`config.mk`:
```
export PLATFORM = sky130hd
export DESIGN_NAME = nts_engine_rx_ctrl_flat
export DESIGN_NICKNAME = d
export VERILOG_FILES = /design/src/rtl/nts_engine_rx_ctrl_if.sv /design/src/rtl/nts_engine_rx_ctrl.sv /design/src/flat_wrapper.sv
export SDC_FILE = /design/constraint.sdc
export NUM_CORES = 1
export LEC_CHECK = 0
export BUFFER_PORTS_ARGS = -buffer_cell sky130_fd_sc_hd__buf_2
export CORE_MARGIN = 8
export CORE_UTILIZATION = 35
export DETAILED_ROUTE_END_ITERATION = 8
export GPL_ROUTABILITY_DRIVEN = 1
export PLACE_DENSITY = 0.74
export RECOVER_POWER = 50
export SKIP_CTS_REPAIR_TIMING = 1
export SYNTH_ARGS = -nofsm -noshare
export SYNTH_HDL_FRONTEND = slang
export SYNTH_SLANG_ARGS = --single-unit
```
`constraint.sdc`:
```
create_clock -name i_clk -period 2.1 [get_ports i_clk]
set_input_delay 0.105 -clock i_clk [delete_from_list [all_inputs] [get_ports i_clk]]
set_output_delay 0.105 -clock i_clk [all_outputs]
set_load 0.02 [all_outputs]
```
`src/rtl/nts_engine_rx_ctrl_if.sv`:
```
// Dispatcher-side handshake between the packet dispatch FIFO and the RX control engine.
interface nts_engine_rx_ctrl_if;
  logic        i_dispatch_packet_available;
  logic        i_dispatch_fifo_empty;
  logic        o_dispatch_fifo_rd_en;
  logic [63:0] i_dispatch_fifo_rd_data;
  logic [7:0]  i_dispatch_data_valid;
  logic        o_dispatch_packet_read_discard;

  modport master (
    output i_dispatch_packet_available,
    output i_dispatch_fifo_empty,
    output i_dispatch_fifo_rd_data,
    output i_dispatch_data_valid,
    input  o_dispatch_fifo_rd_en,
    input  o_dispatch_packet_read_discard
  );

  modport slave (
    input  i_dispatch_packet_available,
    input  i_dispatch_fifo_empty,
    input  i_dispatch_fifo_rd_data,
    input  i_dispatch_data_valid,
    output o_dispatch_fifo_rd_en,
    output o_dispatch_packet_read_discard
  );
endinterface

```
`src/rtl/nts_engine_rx_ctrl.sv`:
```
// RX control: copies one dispatched packet into the parser buffer, hands it to the
// parser under a watchdog, drops oversize packets, and keeps saturating statistics.
module nts_engine_rx_ctrl #(
  parameter int unsigned ADDR_WIDTH     = 10,
  parameter int unsigned TIMEOUT_CYCLES = 1000,
  parameter int unsigned CNT_WIDTH      = 16
) (
  input  logic                  i_clk,
  input  logic                  i_areset_n,
  nts_engine_rx_ctrl_if.slave   dispatch,
  output logic                  o_mem_wr_en,
  output logic [ADDR_WIDTH-1:0] o_mem_wr_addr,
  output logic [63:0]           o_mem_wr_data,
  output logic                  o_process_start,
  output logic [ADDR_WIDTH:0]   o_word_count,
  output logic [7:0]            o_last_word_valid,
  input  logic                  i_process_done,
  output logic                  o_busy,
  output logic [CNT_WIDTH-1:0]  o_cnt_packets,
  output logic [CNT_WIDTH-1:0]  o_cnt_overflow,
  output logic [CNT_WIDTH-1:0]  o_cnt_timeout
);

  typedef enum logic [1:0] {IDLE, COPY, DRAIN, PROCESS} state_t;

  localparam logic [ADDR_WIDTH:0] DEPTH   = {1'b1, {ADDR_WIDTH{1'b0}}};
  localparam logic [19:0]         WD_LAST = 20'(TIMEOUT_CYCLES - 1);

  state_t              state, state_nxt;
  logic                copy_pending;
  logic                buffer_full;
  logic                fifo_rd;
  logic [19:0]         watchdog;
  logic                discard;
  logic                start_set, discard_set;
  logic                pkt_inc, ovf_inc, tmo_inc;

  function automatic logic [CNT_WIDTH-1:0] sat_inc(input logic [CNT_WIDTH-1:0] v);
    return (v == '1) ? v : v + CNT_WIDTH'(1);
  endfunction

  // A read issued in COPY lands one cycle later, so it already owns a buffer slot.
  assign buffer_full = (o_word_count + (ADDR_WIDTH+1)'(copy_pending)) == DEPTH;

  always_comb begin
    fifo_rd = 1'b0;
    case (state)
      COPY:    fifo_rd = !dispatch.i_dispatch_fifo_empty && !buffer_full;
      DRAIN:   fifo_rd = !dispatch.i_dispatch_fifo_empty;
      default: fifo_rd = 1'b0;
    endcase
  end

  assign dispatch.o_dispatch_fifo_rd_en          = fifo_rd;
  assign dispatch.o_dispatch_packet_read_discard = discard;
  assign o_mem_wr_en   = copy_pending;
  assign o_mem_wr_addr = o_word_count[ADDR_WIDTH-1:0];
  assign o_mem_wr_data = copy_pending ? dispatch.i_dispatch_fifo_rd_data : '0;

  always_comb begin
    state_nxt   = state;
    start_set   = 1'b0;
    discard_set = 1'b0;
    pkt_inc     = 1'b0;
    ovf_inc     = 1'b0;
    tmo_inc     = 1'b0;
    case (state)
      IDLE: begin
        if (dispatch.i_dispatch_packet_available && !dispatch.i_dispatch_fifo_empty)
          state_nxt = COPY;
      end
      COPY: begin
        if (dispatch.i_dispatch_fifo_empty && !copy_pending && o_word_count != '0) begin
          state_nxt = PROCESS;
          start_set = 1'b1;
        end else if (buffer_full && !dispatch.i_dispatch_fifo_empty) begin
          state_nxt = DRAIN;
        end
      end
      DRAIN: begin
        if (dispatch.i_dispatch_fifo_empty) begin
          state_nxt   = IDLE;
          discard_set = 1'b1;
          ovf_inc     = 1'b1;
        end
      end
      PROCESS: begin
        // Done is tested first so it wins a tie with the watchdog.
        if (i_process_done) begin
          state_nxt   = IDLE;
          discard_set = 1'b1;
          pkt_inc     = 1'b1;
        end else if (watchdog == WD_LAST) begin
          state_nxt   = IDLE;
          discard_set = 1'b1;
          tmo_inc     = 1'b1;
        end
      end
      default: state_nxt = IDLE;
    endcase
  end

  always_ff @(posedge i_clk or negedge i_areset_n) begin
    if (!i_areset_n) begin
      state             <= IDLE;
      copy_pending      <= 1'b0;
      watchdog          <= '0;
      discard           <= 1'b0;
      o_process_start   <= 1'b0;
      o_word_count      <= '0;
      o_last_word_valid <= 8'h00;
      o_busy            <= 1'b0;
      o_cnt_packets     <= '0;
      o_cnt_overflow    <= '0;
      o_cnt_timeout     <= '0;
    end else begin
      state           <= state_nxt;
      o_busy          <= (state_nxt != IDLE);
      o_process_start <= start_set;
      discard         <= discard_set;
      copy_pending    <= fifo_rd && (state == COPY);
      if (state == IDLE && state_nxt == COPY)
        o_word_count <= '0;
      else if (copy_pending)
        o_word_count <= o_word_count + (ADDR_WIDTH+1)'(1);
      if (start_set)
        o_last_word_valid <= dispatch.i_dispatch_data_valid;
      watchdog <= (state == PROCESS) ? watchdog + 20'd1 : '0;
      if (pkt_inc) o_cnt_packets  <= sat_inc(o_cnt_packets);
      if (ovf_inc) o_cnt_overflow <= sat_inc(o_cnt_overflow);
      if (tmo_inc) o_cnt_timeout  <= sat_inc(o_cnt_timeout);
    end
  end

endmodule

```
`src/flat_wrapper.sv`:
```
// flat-port wrapper written by rule: the top's interface ports become plain ports
module nts_engine_rx_ctrl_flat 
#(
  parameter int unsigned ADDR_WIDTH     = 10,
  parameter int unsigned TIMEOUT_CYCLES = 1000,
  parameter int unsigned CNT_WIDTH      = 16
)
  (i_clk, i_areset_n, o_mem_wr_en, o_mem_wr_addr, o_mem_wr_data, o_process_start, o_word_count, o_last_word_valid, i_process_done, o_busy, o_cnt_packets, o_cnt_overflow, o_cnt_timeout, dispatch_i_dispatch_packet_available, dispatch_i_dispatch_fifo_empty, dispatch_i_dispatch_fifo_rd_data, dispatch_i_dispatch_data_valid, dispatch_o_dispatch_fifo_rd_en, dispatch_o_dispatch_packet_read_discard);
  nts_engine_rx_ctrl_if dispatch_i ();
  input  logic i_clk;
  input  logic i_areset_n;
  output logic o_mem_wr_en;
  output logic [ADDR_WIDTH-1:0] o_mem_wr_addr;
  output logic [63:0] o_mem_wr_data;
  output logic o_process_start;
  output logic [ADDR_WIDTH:0] o_word_count;
  output logic [7:0] o_last_word_valid;
  input  logic i_process_done;
  output logic o_busy;
  output logic [CNT_WIDTH-1:0] o_cnt_packets;
  output logic [CNT_WIDTH-1:0] o_cnt_overflow;
  output logic [CNT_WIDTH-1:0] o_cnt_timeout;
  input wire logic [$bits(dispatch_i.i_dispatch_packet_available)-1:0] dispatch_i_dispatch_packet_available;
  input wire logic [$bits(dispatch_i.i_dispatch_fifo_empty)-1:0] dispatch_i_dispatch_fifo_empty;
  input wire logic [$bits(dispatch_i.i_dispatch_fifo_rd_data)-1:0] dispatch_i_dispatch_fifo_rd_data;
  input wire logic [$bits(dispatch_i.i_dispatch_data_valid)-1:0] dispatch_i_dispatch_data_valid;
  output wire logic [$bits(dispatch_i.o_dispatch_fifo_rd_en)-1:0] dispatch_o_dispatch_fifo_rd_en;
  output wire logic [$bits(dispatch_i.o_dispatch_packet_read_discard)-1:0] dispatch_o_dispatch_packet_read_discard;
  assign dispatch_i.i_dispatch_packet_available = dispatch_i_dispatch_packet_available;
  assign dispatch_i.i_dispatch_fifo_empty = dispatch_i_dispatch_fifo_empty;
  assign dispatch_i.i_dispatch_fifo_rd_data = dispatch_i_dispatch_fifo_rd_data;
  assign dispatch_i.i_dispatch_data_valid = dispatch_i_dispatch_data_valid;
  assign dispatch_o_dispatch_fifo_rd_en = dispatch_i.o_dispatch_fifo_rd_en;
  assign dispatch_o_dispatch_packet_read_discard = dispatch_i.o_dispatch_packet_read_discard;
  nts_engine_rx_ctrl #(.ADDR_WIDTH(ADDR_WIDTH), .TIMEOUT_CYCLES(TIMEOUT_CYCLES), .CNT_WIDTH(CNT_WIDTH)) u_core (.i_clk(i_clk), .i_areset_n(i_areset_n), .dispatch(dispatch_i), .o_mem_wr_en(o_mem_wr_en), .o_mem_wr_addr(o_mem_wr_addr), .o_mem_wr_data(o_mem_wr_data), .o_process_start(o_process_start), .o_word_count(o_word_count), .o_last_word_valid(o_last_word_valid), .i_process_done(i_process_done), .o_busy(o_busy), .o_cnt_packets(o_cnt_packets), .o_cnt_overflow(o_cnt_overflow), .o_cnt_timeout(o_cnt_timeout));
endmodule
```
# [Word-level counts from Yosys, hierarchy flattened]
# Index checks and enable logic that the tools add are counted.
[classes] addsub=6 reduce_logical=17 bitwise=3 n_eq_ne=9 muxes=23
[ops] op="64-bit two-way mux" n=1
[ops] op="16-bit by 1-bit adder with 16-bit output (second input constant)" n=3
[ops] op="16-bit equality test (second input constant)" n=3
[ops] op="11-bit two-way mux" n=2
[ops] op="20-bit by 1-bit adder with 20-bit output (second input constant)" n=1
[ops] op="20-bit by 10-bit equality test with 1-bit output (second input constant)" n=1
[ops] op="20-bit two-way mux" n=1
[ops] op="2-bit two-way mux" n=6
[ops] op="11-bit by 1-bit adder with 11-bit output" n=1
[ops] op="11-bit by 1-bit adder with 11-bit output (second input constant)" n=1
[ops] op="11-bit equality test (second input constant)" n=1
[ops] op="11-bit nonzero test" n=1
[ops] op="1-bit two-way mux" n=10
[ops] op="2-bit one-hot mux with 4 select lines" n=1
[ops] op="1-bit logical AND" n=7
[ops] op="2-bit AND reduction" n=3
[ops] op="2-bit by 1-bit equality test with 1-bit output (second input constant)" n=2
[ops] op="2-bit equality test (second input constant)" n=2
[ops] op="1-bit one-hot mux with 2 select lines" n=2
[ops] op="2-bit nonzero test" n=2
[ops] op="1-bit logical NOT" n=3
[ops] op="1-bit inverter" n=3
[ops] op="2-bit logical NOT" n=1
[totals] word_cells=69 in_bits=77 ff_bits=93 output_inout_bits=146

# [Depth between registers and ports, before layout]
# Gate-level depths: netlist of run 1.
[depth] depth_word=9 depth_mapped=10

# [Worst setup path after synthesis of run 1]
# Ideal clock, no wire load.
[synth_path] kind="register to output" from="register u_core.o_word_count[0]" to="output port dispatch_o_dispatch_fifo_rd_en" setup_slack_ns=-0.202 t_arrival_ns=2.197 t_required_ns=1.995 path_stages_with_launch=8 path_cell_list="dfrtp_1 -> ha_1 -> ha_1 -> o2111a_1 -> o221ai_1 -> or3_1 -> a21oi_1 -> nor3b_1"
[synth_between] elab_chain_len=5
[synth_rtl] element="start: declaration" line_no="nts_engine_rx_ctrl.sv:15" source="output logic [ADDR_WIDTH:0] o_word_count,"
[synth_rtl] element="start signal: assignment" line_no="nts_engine_rx_ctrl.sv:125" source="o_word_count <= o_word_count + (ADDR_WIDTH+1)'(1);"
[synth_rtl] element="11-bit by 1-bit adder with 11-bit output" line_no="nts_engine_rx_ctrl.sv:43" source="assign buffer_full = (o_word_count + (ADDR_WIDTH+1)'(copy_pending)) == DEPTH;"
[synth_rtl] element="11-bit equality test" line_no="nts_engine_rx_ctrl.sv:43"
[synth_rtl] element="1-bit logical NOT" line_no="nts_engine_rx_ctrl.sv:48" source="COPY: fifo_rd = !dispatch.i_dispatch_fifo_empty && !buffer_full;"
[synth_rtl] element="1-bit logical AND" line_no="nts_engine_rx_ctrl.sv:48"
[synth_rtl] element="1-bit one-hot mux with 2 select lines" line_no="nts_engine_rx_ctrl.sv:47" source="case (state)"
[synth_rtl] element="end: declaration" line_no="flat_wrapper.sv:27" source="output wire logic [$bits(dispatch_i.o_dispatch_fifo_rd_en)-1:0] dispatch_o_dispatch_fifo_rd_en;"
# Every way passes these cells.

# [Worst setup path in the final report of run 1]
# Same ends and word-level chain as after synthesis.

==> results of run 1 <==
routing by layer:
layer | wire length [um] | GRT usage [%]
met1 | 6740 | 18.9
met5 | 0 | 0
met2 | 8030 | 27.7
met3 | 1090 | 5.41
met4 | 123 | 3.95
worst paths after layout:
kind,from,endpoint,slack (ps),cells past startpoint
max in group asynchronous,i_areset_n,u_core.o_word_count[3],500,3
hold reg to reg,u_core.o_cnt_packets[14],u_core.o_cnt_packets[14],490,1
hold / removal,dispatch_i_dispatch_data_valid[4],u_core.o_last_word_valid[4],1,2
min in group asynchronous,i_areset_n,u_core.o_cnt_packets[11],410,2
setup / recovery,u_core.o_word_count[0],dispatch_o_dispatch_fifo_rd_en,-510,8
setup reg to reg,u_core.o_word_count[0],u_core.o_word_count[5],-240,9
through the flow:
step                      power (mW)  setup TNS [ps]  hold WS [ps]  worst slack (ps)
final                           6.10           -4000          1.18              -515
after global routing            6.46           -6330          4.70              -578
after CTS                       6.15           -1900          -287              -524
after detailed placement        4.54            -944          92.6              -128
after global placement          4.49            -464          89.8              -123
after floorplan                 3.60            -636          -191             -60.2
cell families after synthesis:
group	count (synthesis)
AND/OR/NAND/NOR	248
buffers and inverters	47
flip-flops	93
XOR/XNOR	75
adder cells (fa/ha/maj)	13
AO/OA/AOI/OAI	37
multiplexers	12
sequential cells by signal, summed over array words and instances (netlist names):
register                                        flops
u_core.o_process_start                              1
u_core.o_last_word_valid                            8
u_core.o_busy                                       1
u_core.o_mem_wr_en                                  1
u_core.watchdog                                    20
u_core.o_cnt_overflow                              16
u_core.state                                        2
u_core.dispatch.o_dispatch_packet_read_discard      1
u_core.o_cnt_timeout                               16
u_core.o_word_count                                11
u_core.o_cnt_packets                               16
final cells by class:
type / instances / area, um^2
clock inverter: 2 / 17.5
inverter: 17 / 63.8
fill: 1354 / 7160
timing repair buffer: 301 / 1650
tap: 184 / 230
clock buffer: 13 / 270
multi-input combinational: 385 / 2810
sequential: 93 / 2330
Yosys cell counts, types with 3 or more instances:
master	count	area share, %
and3_1	6	0.72
nand2b_1	3	0.36
nand3_1	29	2.8
nor3_2	3	0.58
ha_1	13	3.1
nand4_1	16	1.9
xnor2_1	43	7.2
nand2_1	40	2.9
and4_1	7	1.2
inv_1	17	1.2
a31oi_1	5	0.60
xor2_1	32	5.4
mux2_2	10	2.2
a21oi_1	12	1.2
nor3_1	6	0.58
and2_1	85	10
nor4_1	7	0.84
dfrtp_1	93	45
clkbuf_1	14	1.0
nor2_1	30	2.2
nor2b_1	3	0.36
buf_4	13	1.9
power by group through the flow:
stage / sequential [mW] / clock, mW / combinational (mW)
floorplan: 2.37 / 0 / 1.23
global placement: 2.15 / 0 / 2.34
detailed placement: 2.16 / 0 / 2.38
CTS: 2.13 / 1.63 / 2.39
global route: 2.16 / 1.70 / 2.60
finish: 2.13 / 1.58 / 2.39
==> results.py, run 1 <==
metrics = {
    "run_status": {
        "status": "complete, but fails checks",
        "violations": "negative setup slack",
    },
    "routing": {
        "vias": 4744,
        "wl_per_cell_um": 16.1,
        "wl_um": 16000,
        "ant_nets": 0,
        "viasPerCell": 4.77,
        "drt_pass1_iterations": 4,
        "drtIter0Drc": 233,
        "drcViolationCount": 0,
    },
    "place": {
        "hpwl_um": 12500,
        "place_area_um2": 6950,
        "gp_congestion": 0.825,
        "place_inst": 966,
        "io_buffers": 222,
    },
    "synthesis": {
        "synth_flop_cell": "dfrtp_1",
        "synth_area_um2": 5210,
        "synth-compound-area-share_pct": 5.57,
        "synthMuxAreaShare_pct": 2.54,
        "synth_top_family_by_area": "simple AND/OR/NAND/NOR gates",
        "ys_warn_count": 0,
        "seq_area_frac_synth_pct": 44.6,
        "synth_edf_count": 0,
        "syn-instance-count": 525,
        "synth_fa_ha_area_share_pct": 3.12,
        "avgSynthCellArea_um2": 9.93,
        "syn_nets": 615,
        "ys_ff_latch": 93,
        "yosys.area_share.simple_pct": 26.9,
        "synth_xor_area_share_pct": 12.6,
        "synth_cell_types": 51,
        "synth-async-reset-ratio_pct": 100,
    },
    "pwr": {
        "internal_power_mw": 3.84,
        "vdd_drop_max_uv": 485,
        "p_comb_share_pct": 39.2,
        "power.leakage_nw": 3.76,
        "clkPwrFrac_pct": 25.8,
        "p_sw_mw": 2.26,
        "powerDensity_nw_per_um2": 827,
        "seq_power_share_pct": 35.0,
        "p_sw_share_pct": 37.0,
    },
    "timing": {
        "maxSlewHeadroom_pct": 43.8,
        "worst_slew_pin_slew_ps": 843,
        "hold_viol_final": 0,
        "setup_viol": 21,
        "max_freq_mhz": 382,
        "skew_ps": 8.71,
        "slew_viol_final": 0,
        "final.setup.worst_slack_ps": -515,
        "rsz0062_at_grt": "true",
        "fin_crit_sh_pct": 125,
        "fin_crit_ps": 2610,
    },
    "final_layout": {
        "num_antenna_cells": 0,
        "layout_commonest_cell": "buf_2",
        "drive_gt1_share_pct": 38.3,
        "finalInstanceArea_um2": 7380,
        "final_util_pct": 50.7,
        "area_growth_pct": 41.5,
        "stdcell_count": 995,
        "layout_common_cells": "162 x buf_2, 89 x dfrtp_1, 85 x and2_1",
        "fin_nets": 897,
    },
    "clocking": {
        "cts_max_level": 3,
        "root_buffer": "clkbuf_16",
        "worstSkewPairLatency_ps": 340,
        "cts_tree": "yes",
        "path_clk_slew_ps": 70,
        "cts_buffers": 9,
        "clk_path_buf_depth": 2,
        "cts_sinks": 93,
    },
    "floorplan": {
        "die_width_um": 138,
        "die_area_um2": 19100,
        "die_h_um": 138,
        "initial_core_util_pct": 35.9,
        "io_pins": 223,
        "row_count": 44,
        "coreArea_um2": 14500,
    },
    "worst_setup_path": {
        "critPathRequiredTime_ps": 2000,
        "crit_family": "simple AND/OR/NAND/NOR gates",
        "crit_buf_inv": 1,
        "crit_arrival_ps": 2510,
        "critPathMaxStageDelay_ps": 430,
        "worst-path-max-fanout": 3,
        "slowest_stage": "dfrtp_2",
        "worstSetupStartpointType": "flop",
        "path_cells": "ha_4 -> and3_4 -> or3_1 -> a211o_1 -> or3_4 -> a21oi_2 -> nor3b_2 -> buf_4",
        "cp-end-kind": "output pin",
        "worstSetupPathType": "reg -> out",
    },
    "global_route": {
        "grt_pass1_vias": 4723,
        "grt_max_degree": 74,
        "grt_pass1_wl_um": 25200,
        "grt.overflow.total": 0,
        "antenna_found_initial": 0,
        "grt_usage_pct": 16.1,
    },
    "flow_run": {
        "max_cap_violations": 0,
    },
    "min_path": {
        "holdCritPathClass": "in -> reg",
    },
}
(Power assumes the default switching activity.)
==> run 2, diff against run 1 <==
--- a/config.mk
+++ b/config.mk
@@ -6,11 +6,13 @@
 export NUM_CORES = 1
 export LEC_CHECK = 0
 export BUFFER_PORTS_ARGS = -buffer_cell sky130_fd_sc_hd__buf_2
+export CELL_PAD_IN_SITES_DETAIL_PLACEMENT = 2
+export CELL_PAD_IN_SITES_GLOBAL_PLACEMENT = 2
 export CORE_MARGIN = 8
-export CORE_UTILIZATION = 35
+export CORE_UTILIZATION = 25
 export DETAILED_ROUTE_END_ITERATION = 8
 export GPL_ROUTABILITY_DRIVEN = 1
-export PLACE_DENSITY = 0.74
+export PLACE_DENSITY = 0.86
 export RECOVER_POWER = 50
 export SKIP_CTS_REPAIR_TIMING = 1
 export SYNTH_ARGS = -nofsm -noshare
==> run 2 against run 1 <==
  * The flow finishes with violations (negative hold slack, negative setup slack)
  * Via count rose by 7.1%
  * Register-to-register slack got worse by 60 ps
  * Clock skew rose by 1.6 ps
  * Fmax fell by 0.17%
  * Final area rose by 5.0%
==> results.py, run 2 (same netlist as run 1, synthesis figures left out) <==
metrics = {
    "routing": {
        "viasPerCell": 4.63,
        "wl_um": 21100,
        "vias": 5082,
        "drcViolationCount": 0,
        "wl_per_cell_um": 19.3,
        "drtIter0Drc": 156,
        "ant_nets": 0,
        "drt_pass1_iterations": 4,
    },
    "timing": {
        "worst_slew_pin_slew_ps": 840,
        "max_freq_mhz": 382,
        "fin_tns_setup_ps": -4040,
        "setup_viol": 20,
        "maxSlewHeadroom_pct": 44.0,
        "hold_slack_ps": -3.12,
        "hold_viol_final": 1,
        "fin_crit_ps": 2620,
        "rsz0062_at_grt": "true",
        "fin_crit_sh_pct": 125,
        "final.setup.worst_slack_ps": -519,
        "skew_ps": 10.3,
        "slew_viol_final": 0,
    },
    "worst_setup_path": {
        "worstSetupStartpointType": "flop",
        "reg2regPathDepth": 9,
        "crit_arrival_ps": 2510,
        "worstReg2RegStart": "u_core.o_word_count[0]",
        "worstSetupPathType": "reg -> out",
        "rr_endpoint": "u_core.o_word_count[0]",
        "worst-path-max-fanout": 3,
        "critPathRequiredTime_ps": 2000,
        "r2r_slack_ps": -300,
        "cp-end-kind": "output pin",
    },
    "final_layout": {
        "drive_gt1_share_pct": 38.9,
        "final_util_pct": 37.3,
        "seq_area_um2": 2330,
        "area_growth_pct": 48.5,
        "num_antenna_cells": 0,
        "fin_nets": 907,
        "largest_reg_flops": 20,
        "multi_input_area_um2": 2890,
        "regMostFlops": "u_core.watchdog",
        "fillCellCount": 2340,
        "layout_commonest_cell": "buf_2",
        "layout_common_cells": "161 x buf_2, 89 x dfrtp_1, 85 x and2_1",
    },
    "global_route": {
        "grt.overflow.total": 0,
        "grt_usage_pct": 15.7,
        "grt_max_degree": 74,
        "grt_pass1_vias": 5630,
        "grt_pass1_wl_um": 32200,
        "antenna_found_initial": 0,
    },
    "clocking": {
        "path_clk_slew_ps": 70,
        "worstSkewPairLatency_ps": 350,
        "cts_sinks": 93,
        "root_buffer": "clkbuf_16",
        "cts_tree": "yes",
        "cts_max_level": 3,
        "cts_buffers": 9,
        "clk_path_buf_depth": 2,
    },
    "place": {
        "gp_congestion": 0.755,
        "io_buffers": 222,
        "hpwl_um": 16400,
    },
    "run_status": {
        "status": "complete, but fails checks",
        "violations": "negative hold slack, negative setup slack",
    },
    "floorplan": {
        "die_h_um": 160,
        "die_width_um": 160,
        "row_count": 53,
        "io_pins": 223,
        "die_area_um2": 25700,
        "coreArea_um2": 20800,
        "initial_core_util_pct": 25.1,
    },
    "min_path": {
        "hold_path_end": "u_core.o_last_word_valid[2]",
        "min_path_cells": 2,
        "holdCritPathClass": "in -> reg",
        "hold_start": "dispatch_i_dispatch_data_valid[2]",
    },
    "pwr": {
        "power.leakage_nw": 3.91,
        "vdd_drop_max_uv": 380,
        "powerDensity_nw_per_um2": 860,
    },
    "flow_run": {
        "max_cap_violations": 0,
    },
}
-- run 2: per-stage QoR --
stage	hold WS [ps]	power [mW]	worst slack, ps	cells	area, um^2
floorplan	-191	3.60	-60.2	525	5290
global placement	80.2	4.52	-123	1063	7120
detailed placement	85.2	4.63	-213	1063	7120
CTS	-302	6.67	-569	1079	7470
global route	4.52	7.03	-596	1097	7740
finish	-3.12	6.66	-519	1097	7740
-- run 2: worst max-delay path by stage --
stage	slack, ps	start	to
after floorplan	-60	u_core.o_word_count[0]	u_core.o_word_count[6]
after global routing	-600	u_core.o_word_count[0]	dispatch_o_dispatch_fifo_rd_en
after CTS	-570	u_core.o_word_count[0]	dispatch_o_dispatch_fifo_rd_en
after global placement	-120	u_core.o_word_count[0]	dispatch_o_dispatch_fifo_rd_en
final	-520	u_core.o_word_count[0]	dispatch_o_dispatch_fifo_rd_en
after detailed placement	-210	u_core.watchdog[17]	u_core.o_cnt_timeout[11]
-- run 2: power breakdown --
part / leakage (nW) / internal, mW / total, mW / switching (mW)
clock: 0.173 / 1.19 / 1.98 / 0.796
sequential: 1.24 / 1.99 / 2.13 / 0.143
combinational: 2.49 / 0.990 / 2.55 / 1.56
-- run 2: cell type report --
cell class / count / area share, %
tap: 275 / 4.44
multi-input combinational: 385 / 37.4
clock inverter: 7 / 1.65
inverter: 17 / 0.824
clock buffer: 9 / 2.91
timing repair buffer: 311 / 22.7
sequential: 93 / 30.1
-- run 2: worst max-delay path, stage by stage, from the launching register on --
cell     delay [ps]
dfrtp_2         440
ha_4            170
and3_4          170
or3_1           300
a211o_1         370
or3_4           360
a21oi_2         140
nor3b_2          50
buf_4           160
-- run 2: routing by layer --
metal / vias to the layer above / track usage, % / wire length, um
met3: 18 / 4.63 / 1240
li1: 2341 / - / -
met2: 189 / 29.4 / 11300
met1: 2534 / 17.1 / 8370
met4: 0 / 3.19 / 247
met5: - / 0 / 0
==> run 3, diff against run 2 <==
--- a/config.mk
+++ b/config.mk
@@ -10,10 +10,12 @@
 export CELL_PAD_IN_SITES_GLOBAL_PLACEMENT = 2
 export CORE_MARGIN = 8
 export CORE_UTILIZATION = 25
+export CTS_CLUSTER_SIZE = 24
 export DETAILED_ROUTE_END_ITERATION = 8
 export GPL_ROUTABILITY_DRIVEN = 1
 export PLACE_DENSITY = 0.86
 export RECOVER_POWER = 50
+export REMOVE_ABC_BUFFERS = 1
 export SKIP_CTS_REPAIR_TIMING = 1
 export SYNTH_ARGS = -nofsm -noshare
 export SYNTH_HDL_FRONTEND = slang
==> run 3 against run 2 <==
  * The run ends with negative setup slack left
  * Combinational power up 4%
  * Clock power down 13%
  * Clock skew fell by 4.9 ps
  * Final area decreased by 1.6%
  * Via count is 2.8% lower
  * Die area unchanged
  * Sequential cell count is the same
  * Count of clock-buffer cells in the layout rose by 3
  * Highest routed layer unchanged
==> results.py, run 3 (same netlist as run 1, synthesis figures left out) <==
metrics = {
    "clocking": {
        "worstSkewPairLatency_ps": 350,
        "cts_sinks": 93,
        "root_buffer": "clkbuf_16",
        "cts_buffers": 9,
        "cts_tree": "yes",
        "cts_max_level": 3,
        "clk_path_buf_depth": 2,
        "path_clk_slew_ps": 70,
    },
    "place": {
        "pre_cts_slack_ps": -208,
        "gp_congestion": 0.795,
        "io_buffers": 222,
        "hpwl_um": 16700,
    },
    "floorplan": {
        "coreArea_um2": 20800,
        "die_h_um": 160,
        "die_area_um2": 25700,
        "initial_core_util_pct": 25.1,
        "row_count": 53,
        "die_width_um": 160,
        "io_pins": 223,
    },
    "worst_setup_path": {
        "worstSetupPathType": "reg -> out",
        "critPathMaxStageDelay_ps": 420,
        "crit_arrival_ps": 2460,
        "cp-end-kind": "output pin",
        "worst-path-max-fanout": 3,
        "crit_cells": 8,
        "slowest_stage": "dfrtp_1",
        "crit_family": "simple AND/OR/NAND/NOR gates",
        "startpoint": "u_core.o_word_count[0]",
        "worstSetupStartpointType": "flop",
        "worstReg2RegStart": "u_core.o_word_count[0]",
        "crit_buf_inv": 1,
        "critPathRequiredTime_ps": 2000,
        "reg2regPathDepth": 9,
        "path_cells": "ha_4 -> and3_4 -> or3_1 -> a211o_1 -> or3_4 -> a21oi_2 -> nor3b_1 -> buf_2",
    },
    "pwr": {
        "power.leakage_nw": 3.83,
        "seq_power_share_pct": 32.8,
        "p_comb_share_pct": 40.8,
        "powerDensity_nw_per_um2": 854,
        "clkPwrFrac_pct": 26.4,
        "p_sw_share_pct": 38.5,
        "vdd_drop_max_uv": 511,
        "power.total_mw": 6.51,
        "internal_power_mw": 4.00,
        "p_sw_mw": 2.51,
    },
    "routing": {
        "drt_pass1_iterations": 4,
        "drcViolationCount": 0,
        "wl_per_cell_um": 19.7,
        "ant_nets": 0,
        "wl_um": 21400,
        "vias": 4939,
        "viasPerCell": 4.54,
        "drtIter0Drc": 230,
    },
    "global_route": {
        "grt_max_degree": 74,
        "grt_usage_pct": 15.6,
        "grt_pass1_vias": 5498,
        "grt_pass1_wl_um": 32100,
        "antenna_found_initial": 0,
        "grt.overflow.total": 0,
    },
    "run_status": {
        "status": "complete, but fails checks",
        "violations": "negative setup slack",
    },
    "timing": {
        "maxSlewHeadroom_pct": 35.6,
        "max_freq_mhz": 390,
        "skew_ps": 5.41,
        "fin_tns_setup_ps": -3620,
        "final.setup.worst_slack_ps": -462,
        "hold_viol_final": 0,
        "setup_viol": 18,
        "rsz0062_at_grt": "true",
        "slew_viol_final": 0,
        "fin_crit_sh_pct": 122,
        "worst_slew_pin_slew_ps": 966,
        "fin_crit_ps": 2560,
    },
    "final_layout": {
        "fin_nets": 897,
        "final_util_pct": 36.7,
        "drive_gt1_share_pct": 37.8,
        "largest_reg_flops": 20,
        "fillCellCount": 2327,
        "layout_commonest_cell": "buf_2",
        "area_growth_pct": 46.1,
        "regMostFlops": "u_core.watchdog",
        "num_antenna_cells": 0,
        "layout_common_cells": "163 x buf_2, 92 x dfrtp_1, 84 x and2_1",
    },
    "min_path": {
        "holdCritPathClass": "in -> reg",
        "hold_start": "dispatch_i_dispatch_data_valid[6]",
        "min_path_cells": 2,
    },
    "flow_run": {
        "max_cap_violations": 0,
    },
}
-- run 3: final timing paths --
check                                            endpoint  slack (ps)
setup / recovery           dispatch_o_dispatch_fifo_rd_en        -460
hold / removal                u_core.o_last_word_valid[6]          10
setup reg to reg                   u_core.o_word_count[0]        -270
hold reg to reg                  u_core.o_cnt_packets[14]         490
max in group asynchronous        u_core.o_cnt_timeout[15]         340
min in group asynchronous        u_core.o_cnt_packets[10]         440
-- run 3: power by group through the flow --
stage	registers (mW)	clock network (mW)	logic [mW]
2_1_floorplan	2.42	0	0.999
3_3_place_gp	2.13	0	2.34
3_5_place_dp	2.16	0	2.43
4_1_cts	2.13	1.80	2.44
5_1_grt	2.16	1.85	2.86
6_report	2.14	1.72	2.65
-- run 3: metal layers --
metal	global-route usage, %	routed length, um	vias up
met3	4.25	1170	24
li1	-	-	2315
met2	28.5	11100	179
met1	17.5	8640	2421
met4	4.33	444	0
met5	0	0	-
-- run 3: worst reg2reg max path, stage by stage (launching register included) --
cell     delay, ps
dfrtp_1        420
ha_4           200
and3_4         180
or3_1          320
a211o_1        290
buf_4          160
o31ai_4        230
a31oi_4        160
buf_12         180
a21oi_2        140
-- run 3: final cells by class --
class / count / area [um^2] / share of cell area (%)
clock buffer: 12 / 256 / 3.37
timing repair buffer: 301 / 1680 / 22.0
clock inverter: 4 / 55.1 / 0.723
sequential: 93 / 2330 / 30.6
tap: 275 / 344 / 4.52
multi-input combinational: 385 / 2890 / 38.0
inverter: 17 / 63.8 / 0.838
-- run 3: metrics by stage --
stage	instance area (um^2)	cells	hold slack, ps
floorplan	5040	495	-191
global placement	7020	1057	109
detailed placement	7020	1057	118
CTS	7330	1073	-267
global route	7620	1087	7.07
finish	7620	1087	12.2
